$ cat src/rtl/aes_pkg.sv
// AES GF(2^8) helpers shared by the MixColumns datapath.
// Constant multipliers are composed from xtime only, so they map to XOR trees.
package aes_pkg;

  localparam logic [7:0] AES_POLY_RED = 8'h1B;

  typedef logic [7:0]        byte_t;
  typedef logic [3:0][7:0]   column_t;
  typedef logic [127:0]      state_t;

  function automatic byte_t xtime(input byte_t a);
    xtime = {a[6:0], 1'b0} ^ (a[7] ? AES_POLY_RED : 8'h00);
  endfunction

  function automatic byte_t gmul2(input byte_t a);
    gmul2 = xtime(a);
  endfunction

  function automatic byte_t gmul3(input byte_t a);
    gmul3 = xtime(a) ^ a;
  endfunction

  function automatic byte_t gmul9(input byte_t a);
    gmul9 = xtime(xtime(xtime(a))) ^ a;
  endfunction

  function automatic byte_t gmulB(input byte_t a);
    byte_t x2;
    x2    = xtime(a);
    gmulB = xtime(xtime(x2)) ^ x2 ^ a;
  endfunction

  function automatic byte_t gmulD(input byte_t a);
    byte_t x4;
    x4    = xtime(xtime(a));
    gmulD = xtime(x4) ^ x4 ^ a;
  endfunction

  function automatic byte_t gmulE(input byte_t a);
    byte_t x2, x4;
    x2    = xtime(a);
    x4    = xtime(x2);
    gmulE = xtime(x4) ^ x4 ^ x2;
  endfunction

endpackage

$ cat src/rtl/mix_single_column.sv
// One AES column through MixColumns (encrypt_i=1) or InvMixColumns (encrypt_i=0).
// Row 0 is the most significant byte of the 32-bit column.
module mix_single_column
  import aes_pkg::*;
(
  input  logic    encrypt_i,
  input  column_t col_i,
  output column_t col_o
);

  byte_t a0, a1, a2, a3;
  byte_t b0, b1, b2, b3;

  assign a0 = col_i[3];
  assign a1 = col_i[2];
  assign a2 = col_i[1];
  assign a3 = col_i[0];

  always_comb begin
    if (encrypt_i) begin
      b0 = gmul2(a0) ^ gmul3(a1) ^ a2        ^ a3;
      b1 = a0        ^ gmul2(a1) ^ gmul3(a2) ^ a3;
      b2 = a0        ^ a1        ^ gmul2(a2) ^ gmul3(a3);
      b3 = gmul3(a0) ^ a1        ^ a2        ^ gmul2(a3);
    end else begin
      b0 = gmulE(a0) ^ gmulB(a1) ^ gmulD(a2) ^ gmul9(a3);
      b1 = gmul9(a0) ^ gmulE(a1) ^ gmulB(a2) ^ gmulD(a3);
      b2 = gmulD(a0) ^ gmul9(a1) ^ gmulE(a2) ^ gmulB(a3);
      b3 = gmulB(a0) ^ gmulD(a1) ^ gmul9(a2) ^ gmulE(a3);
    end
  end

  assign col_o = {b0, b1, b2, b3};

endmodule

$ cat src/rtl/mix_column.sv
// AES (Inv)MixColumns over a 128-bit state, one registered stage with valid.
// Define MIXCOL_COMB_OUT_EN for a purely combinational, zero-latency variant.
module mix_column
  import aes_pkg::*;
(
  input  logic         clock,
  input  logic         n_rst,
  input  logic         in_valid,
  input  logic         encrypt,
  input  logic [127:0] state_in,
  output logic [127:0] state_out,
  output logic         out_valid
);

  localparam int NUM_COLS = 4;

  state_t mix;

  // Column c occupies bits [127-32c -: 32]; columns never interact.
  for (genvar c = 0; c < NUM_COLS; c++) begin : g_col
    mix_single_column u_col (
      .encrypt_i (encrypt),
      .col_i     (state_in[127-32*c -: 32]),
      .col_o     (mix[127-32*c -: 32])
    );
  end

`ifdef MIXCOL_COMB_OUT_EN
  logic unused_clk_rst;
  assign unused_clk_rst = clock ^ n_rst;
  assign state_out      = mix;
  assign out_valid      = in_valid;
`else
  state_t state_q, state_d;
  logic   out_valid_q, out_valid_d;

  always_comb begin
    state_d     = state_q;
    out_valid_d = in_valid;
    if (in_valid) state_d = mix;
  end

  always_ff @(posedge clock) begin
    if (!n_rst) begin
      state_q     <= '0;
      out_valid_q <= 1'b0;
    end else begin
      state_q     <= state_d;
      out_valid_q <= out_valid_d;
    end
  end

  assign state_out = state_q;
  assign out_valid = out_valid_q;
`endif

endmodule

$ cat config.mk
export PLATFORM = sky130hd
export DESIGN_NAME = mix_column
export DESIGN_NICKNAME = d
export VERILOG_FILES = /design/src/rtl/aes_pkg.sv /design/src/rtl/mix_single_column.sv /design/src/rtl/mix_column.sv
export SDC_FILE = /design/constraint.sdc
export NUM_CORES = 1
export LEC_CHECK = 0
export CAP_MARGIN = 20
export CORE_ASPECT_RATIO = 0.8
export CORE_MARGIN = 2
export CORE_UTILIZATION = 30
export DETAILED_ROUTE_END_ITERATION = 8
export GPL_TIMING_DRIVEN = 0
export PLACE_DENSITY_LB_ADDON = 0.2
export SETUP_SLACK_MARGIN = 0.4
export SLEW_MARGIN = 5
export SYNTH_ARGS = -nofsm -noshare
export SYNTH_HDL_FRONTEND = slang
export SYNTH_SLANG_ARGS = --single-unit
export TNS_END_PERCENT = 20
$ cat constraint.sdc
create_clock -name clock -period 3.75 [get_ports clock]
set_clock_uncertainty 0.05 [all_clocks]
set_input_delay 0.75 -clock clock [delete_from_list [all_inputs] [get_ports clock]]
set_output_delay 0.75 -clock clock [all_outputs]
set_load 0.005 [all_outputs]
==> impl_metrics.tcl, run 1 <==
set metrics [dict create \
    slowest_delay_ps 900 \
    gr-total-overflow 0 \
    r2r-end "state_out[92]$_SDFFE_PN0P_" \
    busiest_layer "met2" \
    p_leak_nw 6.93 \
    nets 1845 \
    grt_util_met2_pct 33.6 \
    fp.dieH_microns 203 \
    reg2reg_from "state_out[92]$_SDFFE_PN0P_" \
    grt_max_degree 17 \
    finalPower_mw 8.79 \
    wl_per_cell_microns 23.6 \
    maxCapViolations 0 \
    ant_nets 0 \
    slowest_stage "nor2_1" \
    drive_gt1_share_pct 7.07 \
    ys_seq_area_share_pct 17.4 \
    vias 11300 \
    final_util_pct 36.9 \
    rsz0062_at_grt "no" \
    p_sw_mw 3.37 \
    multiInputGateArea_sq_um 11600 \
    clockBufferDepth 2 \
    drv_slew 0 \
    gp_congestion 0.877 \
    path_max_fanout 10 \
    ir_drop_v 0.000356 \
    numCtsBuffers 17 \
    clock_power_share_pct 20.2 \
    finalCritPeriodShare_pct 87.5 \
    h-tree-depth 4 \
    powerDensity_nw_per_um2 489 \
    combPwrFrac_pct 59.8 \
    crit_chain "clkbuf_1, inv_2, buf_1, nor2_1, nand2_1, o211ai_1, a21oi_1" \
    whs_endpoint "state_out[29]$_SDFFE_PN0P_" \
    gr-usage-met3_pct 5.62 \
    cts_tree "done" \
    antenna_found_initial 3 \
    final_cells 2358 \
    area_growth_pct 20.8 \
    synth_area_per_cell_sq_um 9.73 \
    critPathArrivalTime_ps 3520 \
    routed_wl_microns 55700 \
    hp-start "state_out[29]$_SDFFE_PN0P_" \
    track_usage_pct 21.8 \
    maxSlewHeadroom_pct 21.7 \
    final-seq-area_sq_um 2580 \
    synth_warnings 0 \
    crit_required_ps 3990 \
    timing.setup.tns_ps 0 \
    placed_area_sq_um 17300 \
    ys.flop_type "dfxtp_1" \
    tightest_slew_ps 1180 \
    synth_nets 1659 \
    fp-row-count 72 \
    hold-worst-slack_ps 432 \
    die_area_sq_um 51400 \
    first_iter_violations 636 \
    crit_buf_inv 3 \
    final.setup.worst_slack_ps 470 \
    numPortBuffers 167 \
    root_buffer "clkbuf_16" \
    ioPinCount 261 \
    cts.reportedPaths.clkPinSlew_ps 60 \
    p_sw_share_pct 38.3 \
    syn_inst 1527 \
    synth-edff-count 0 \
    setup_violations 0 \
    grt_pass1_vias 11700 \
    intPower_mw 5.42 \
    fin_area_sq_um 18000 \
    grt_pass1_wl_microns 80400 \
    end_kind "flop" \
    dp_slack_ps -662 \
    fmax_ghz 0.305 \
    drcViolationCount 0 \
    place_inst 2323 \
    dpl.hpwl_microns 44600 \
    status "complete, no violations" \
    nFillCells 4930 \
    min_path_cells 1 \
    critPathTopFamily "buffers and inverters" \
    seqPwrFrac_pct 20.0 \
    worst-r2r-setup-slack_ps 2860 \
    hold_viol 0 \
    ys_ff_latch 129 \
    start_kind "input pin" \
    worst-setup-path-type "in2reg" \
    ys_types 45 \
    core-area_sq_um 48600 \
    syn_area_sq_um 14900 \
    clk_latency_ps 450 \
    synthArstFlopShare_pct 0 \
    hold_class "reg2reg" \
    start_util_pct 30.6 \
    dr.pass1.iters 5 \
    final.min_clock_period_ps 3280 \
    clkSinkCount 129 \
    die_x_microns 253 \
    viasPerCell 4.78 \
    ff2ff_path_depth 2 \
    met1_usage_pct 30.5 \
]
[synth_stat cells (all sizes together) (2+ instances only)]
master / count / share of area [%]
a211oi: 62 / 3.1
a21oi: 48 / 1.6
a221oi: 4 / 0.28
a222oi: 2 / 0.13
a311oi: 6 / 0.35
a31oi: 3 / 0.13
buf: 59 / 2.2
clkbuf: 88 / 2.2
dfxtp: 129 / 17
inv: 3 / 0.076
mux2i: 13 / 0.88
nand2: 32 / 0.81
nor2: 112 / 2.9
nor3: 5 / 0.17
o211a: 4 / 0.27
o211ai: 3 / 0.15
o21ai: 69 / 2.3
o221ai: 8 / 0.47
o2bb2ai: 3 / 0.18
or3: 5 / 0.21
xnor2: 577 / 35
xnor3: 102 / 15
xor2: 157 / 9.5
xor3: 24 / 3.8
[power groups by stage]
stage	sequential (mW)	clock (mW)	combinational, mW
CTS	1.76	1.82	5.27
global route	1.78	1.88	5.64
floorplan	1.76	0	3.72
global placement	1.78	0	5.24
finish	1.76	1.78	5.25
detailed placement	1.79	0	5.23
[routing by layer]
layer / share of wire, % / wire, microns
met1: 48 / 26500
met2: 44 / 24600
met3: 6.9 / 3820
met4: 1.4 / 797
met5: 0 / 0
[registers in the layout (all words and copies together) (netlist names)]
signal	flops
state_out	128
out_valid	1
[timing repair]
| item | 4_1_cts | 5_1_grt |
|---|---|---|
| hold buffers | 0 | 0 |
| gates resized for setup | 4 | 1 |
| endpoints found under the setup margin | 36 | 2 |
| setup buffers | 0 | 0 |
[cells by family (layout without fill, tap and decap cells)]
family                    count (synthesis)  count (layout)  share of synthesized area (%)
muxes                                    13              13                          0.875
other                                     0               3                              0
DFF                                     129             129                           17.4
and+or+nand+nor                         157             157                           4.18
xor gates and xnor gates                860             860                           63.7
buffers and inverters                   150             349                           4.50
AOI/OAI and AO/OA                       218             218                           9.35
[cell usage in the layout (no fill, tap or decap), types with 4 or more instances in the layout]
| cell | count |
|---|---|
| clkdlybuf4s50_1 | 167 |
| xor2_2 | 5 |
| clkinvlp_4 | 5 |
| dfxtp_1 | 129 |
| clkbuf_1 | 86 |
| a311oi_1 | 6 |
| xor2_1 | 152 |
| buf_4 | 10 |
| clkbuf_16 | 17 |
| o21ai_0 | 63 |
| o211a_1 | 4 |
| buf_2 | 43 |
| xnor2_2 | 15 |
| xor3_1 | 23 |
| o221ai_1 | 8 |
| nor2_1 | 110 |
| xnor2_1 | 561 |
| a211oi_1 | 62 |
| or3_1 | 5 |
| o21ai_1 | 6 |
| mux2i_1 | 13 |
| nand2_1 | 32 |
| a21oi_1 | 48 |
| xnor3_1 | 99 |
| nor3_1 | 5 |
[how the worst max path moves through the flow]
stage          cells after the start                          end  slack [ps]          from
5_1_grt                            6   state_out[85]$_SDFFE_PN0P_         410       encrypt
3_3_place_gp                       6   state_out[64]$_SDFFE_PN0P_        -650       encrypt
6_report                           7  state_out[124]$_SDFFE_PN0P_         470       encrypt
2_1_floorplan                      7   state_out[35]$_SDFFE_PN0P_         980  state_in[61]
3_5_place_dp                       6   state_out[64]$_SDFFE_PN0P_        -660       encrypt
4_1_cts                            7  state_out[124]$_SDFFE_PN0P_         440       encrypt
[area by class of cell]
type / count / share of cell area, %
Antenna cell: 3 / 0.0418
Buffer: 147 / 3.76
Clock buffer: 19 / 2.52
Clock inverter: 13 / 0.892
Inverter: 3 / 0.0627
Multi-Input combinational cell: 1248 / 64.7
Sequential cell: 129 / 14.4
Tap cell: 629 / 4.38
Timing Repair Buffer: 167 / 9.31
(Power assumes the default switching activity.)
==> run 2, diff against run 1 <==
SKIP_CTS_REPAIR_TIMING = 1   (was default)
==> impl_metrics.tcl, run 2 (synthesis gave the netlist of run 1 again) <==
set metrics [dict create \
    fmax_ghz 0.301 \
    min_path_cells 1 \
    maxCapViolations 0 \
    rsz0062_at_grt "no" \
    cts_tree "done" \
    multiInputGateArea_sq_um 11600 \
    dpl.hpwl_microns 44600 \
    dr.pass1.iters 5 \
    final.setup.worst_slack_ps 432 \
    clkSinkCount 129 \
    grt_util_met2_pct 33.6 \
    reg2reg_from "state_out[43]$_SDFFE_PN0P_" \
    crit_required_ps 3990 \
    grt_pass1_wl_microns 80400 \
    viasPerCell 4.78 \
    ir_drop_v 0.000358 \
    root_buffer "clkbuf_16" \
    place_inst 2323 \
    hold_viol 0 \
    first_iter_violations 674 \
    gr-usage-met3_pct 5.62 \
    r2r-end "state_out[43]$_SDFFE_PN0P_" \
    p_sw_mw 3.37 \
    clock_power_share_pct 20.3 \
    final_cells 2358 \
    start_util_pct 30.6 \
    drive_gt1_share_pct 7.07 \
    core-area_sq_um 48600 \
    status "complete, no violations" \
    numCtsBuffers 17 \
    setup_violations 0 \
    dp_slack_ps -662 \
    start_kind "input pin" \
    combPwrFrac_pct 59.7 \
    finalCritPeriodShare_pct 88.5 \
    drv_slew 0 \
    ant_nets 0 \
    antenna_found_initial 3 \
    busiest_layer "met2" \
    slowest_stage "nor2_1" \
    drcViolationCount 0 \
    maxSlewHeadroom_pct 20.2 \
    nets 1845 \
    crit_chain "clkbuf_1, inv_2, buf_1, nor2_1, nand2_1, o211ai_1, a21oi_1" \
    layout_commonest_cell "xnor2_1" \
    ff2ff_path_depth 2 \
    gr-total-overflow 0 \
    clk_latency_ps 450 \
    p_sw_share_pct 38.3 \
    fp.dieH_microns 203 \
    hold_class "reg2reg" \
    fp-row-count 72 \
    die_area_sq_um 51400 \
    grt_pass1_vias 11700 \
    numPortBuffers 167 \
    cts.reportedPaths.clkPinSlew_ps 60 \
    final_cell_mix "xnor2_1 (561), clkdlybuf4s50_1 (167), xor2_1 (152), dfxtp_1 (129), nor2_1 (110)" \
    critPathArrivalTime_ps 3560 \
    intPower_mw 5.42 \
    final_util_pct 36.9 \
    hp-start "state_out[29]$_SDFFE_PN0P_" \
    grt_max_degree 17 \
    p_leak_nw 6.93 \
    area_growth_pct 20.8 \
    powerDensity_nw_per_um2 490 \
    ioPinCount 261 \
    largest_reg_flops 128 \
    final.min_clock_period_ps 3320 \
    tightest_slew_ps 1200 \
    routed_wl_microns 55800 \
    whs_endpoint "state_out[29]$_SDFFE_PN0P_" \
    track_usage_pct 21.8 \
    clockBufferDepth 2 \
    path_max_fanout 10 \
    worst-r2r-setup-slack_ps 2860 \
    met1_usage_pct 30.5 \
    nFillCells 4934 \
    gp_congestion 0.877 \
    vias 11300 \
    wl_per_cell_microns 23.7 \
    worst-setup-path-type "in2reg" \
    seqPwrFrac_pct 20.0 \
    die_x_microns 253 \
    end_kind "flop" \
    slowest_delay_ps 940 \
    h-tree-depth 4 \
    final-seq-area_sq_um 2580 \
]
[run 2: changes by cell type in the layout (fill, tap and decap cells not counted), sizes merged]
| cell | before | now |
|---|---|---|
| buf | 57 | 58 |
| clkdlybuf4s15 | 2 | 1 |
[run 2: layout make-up]
class / count / area share, %
antenna: 3 / 0.0418
buffer: 147 / 3.72
clock buffer: 19 / 2.52
clock inverter: 13 / 0.892
inverter: 3 / 0.0627
multi-input combinational: 1248 / 64.7
sequential: 129 / 14.4
tap: 629 / 4.38
timing repair buffer: 167 / 9.31
[run 2: how the worst max path moves through the flow]
| stage | startpoint | end | slack, ps | cells past startpoint |
|---|---|---|---|---|
| after global routing | encrypt | state_out[85]$_SDFFE_PN0P_ | 410 | 6 |
| after detailed placement | encrypt | state_out[64]$_SDFFE_PN0P_ | -660 | 6 |
| after floorplan | state_in[61] | state_out[35]$_SDFFE_PN0P_ | 980 | 7 |
| after global placement | encrypt | state_out[64]$_SDFFE_PN0P_ | -650 | 6 |
| after CTS | encrypt | state_out[64]$_SDFFE_PN0P_ | -190 | 6 |
| final | encrypt | state_out[124]$_SDFFE_PN0P_ | 430 | 7 |
[run 2: layer usage]
metal	vias to the layer above	part of all wire, %
li1	5349	-
met2	314	44
met3	40	6.9
met1	5558	48
met4	0	1.4
met5	-	0
[run 2: worst max-delay path: cells and delay by family]
kind / cells / cell delay (ps)
and+or+nand+nor: 2 / 1050
AOI/OAI and AO/OA: 2 / 190
buffers and inverters: 3 / 1560
[run 2: stage by stage]
stage / hold WS, ps / setup TNS (ps) / cell area, sq um / total power [mW]
after floorplan: 426 / 0 / 14900 / 5.48
after global placement: 414 / -6280 / 17300 / 7.02
after detailed placement: 415 / -8450 / 17300 / 7.02
after CTS: 432 / -266 / 17900 / 8.85
after global routing: 450 / 0 / 17900 / 9.30
final: 432 / 0 / 18000 / 8.79
[run 2: power groups by stage]
stage          sequential [mW]  combinational [mW]  clock [mW]
6_report                  1.76                5.25        1.78
5_1_grt                   1.78                5.64        1.88
4_1_cts                   1.76                5.27        1.82
3_5_place_dp              1.79                5.23           0
3_3_place_gp              1.78                5.24           0
2_1_floorplan             1.76                3.72           0
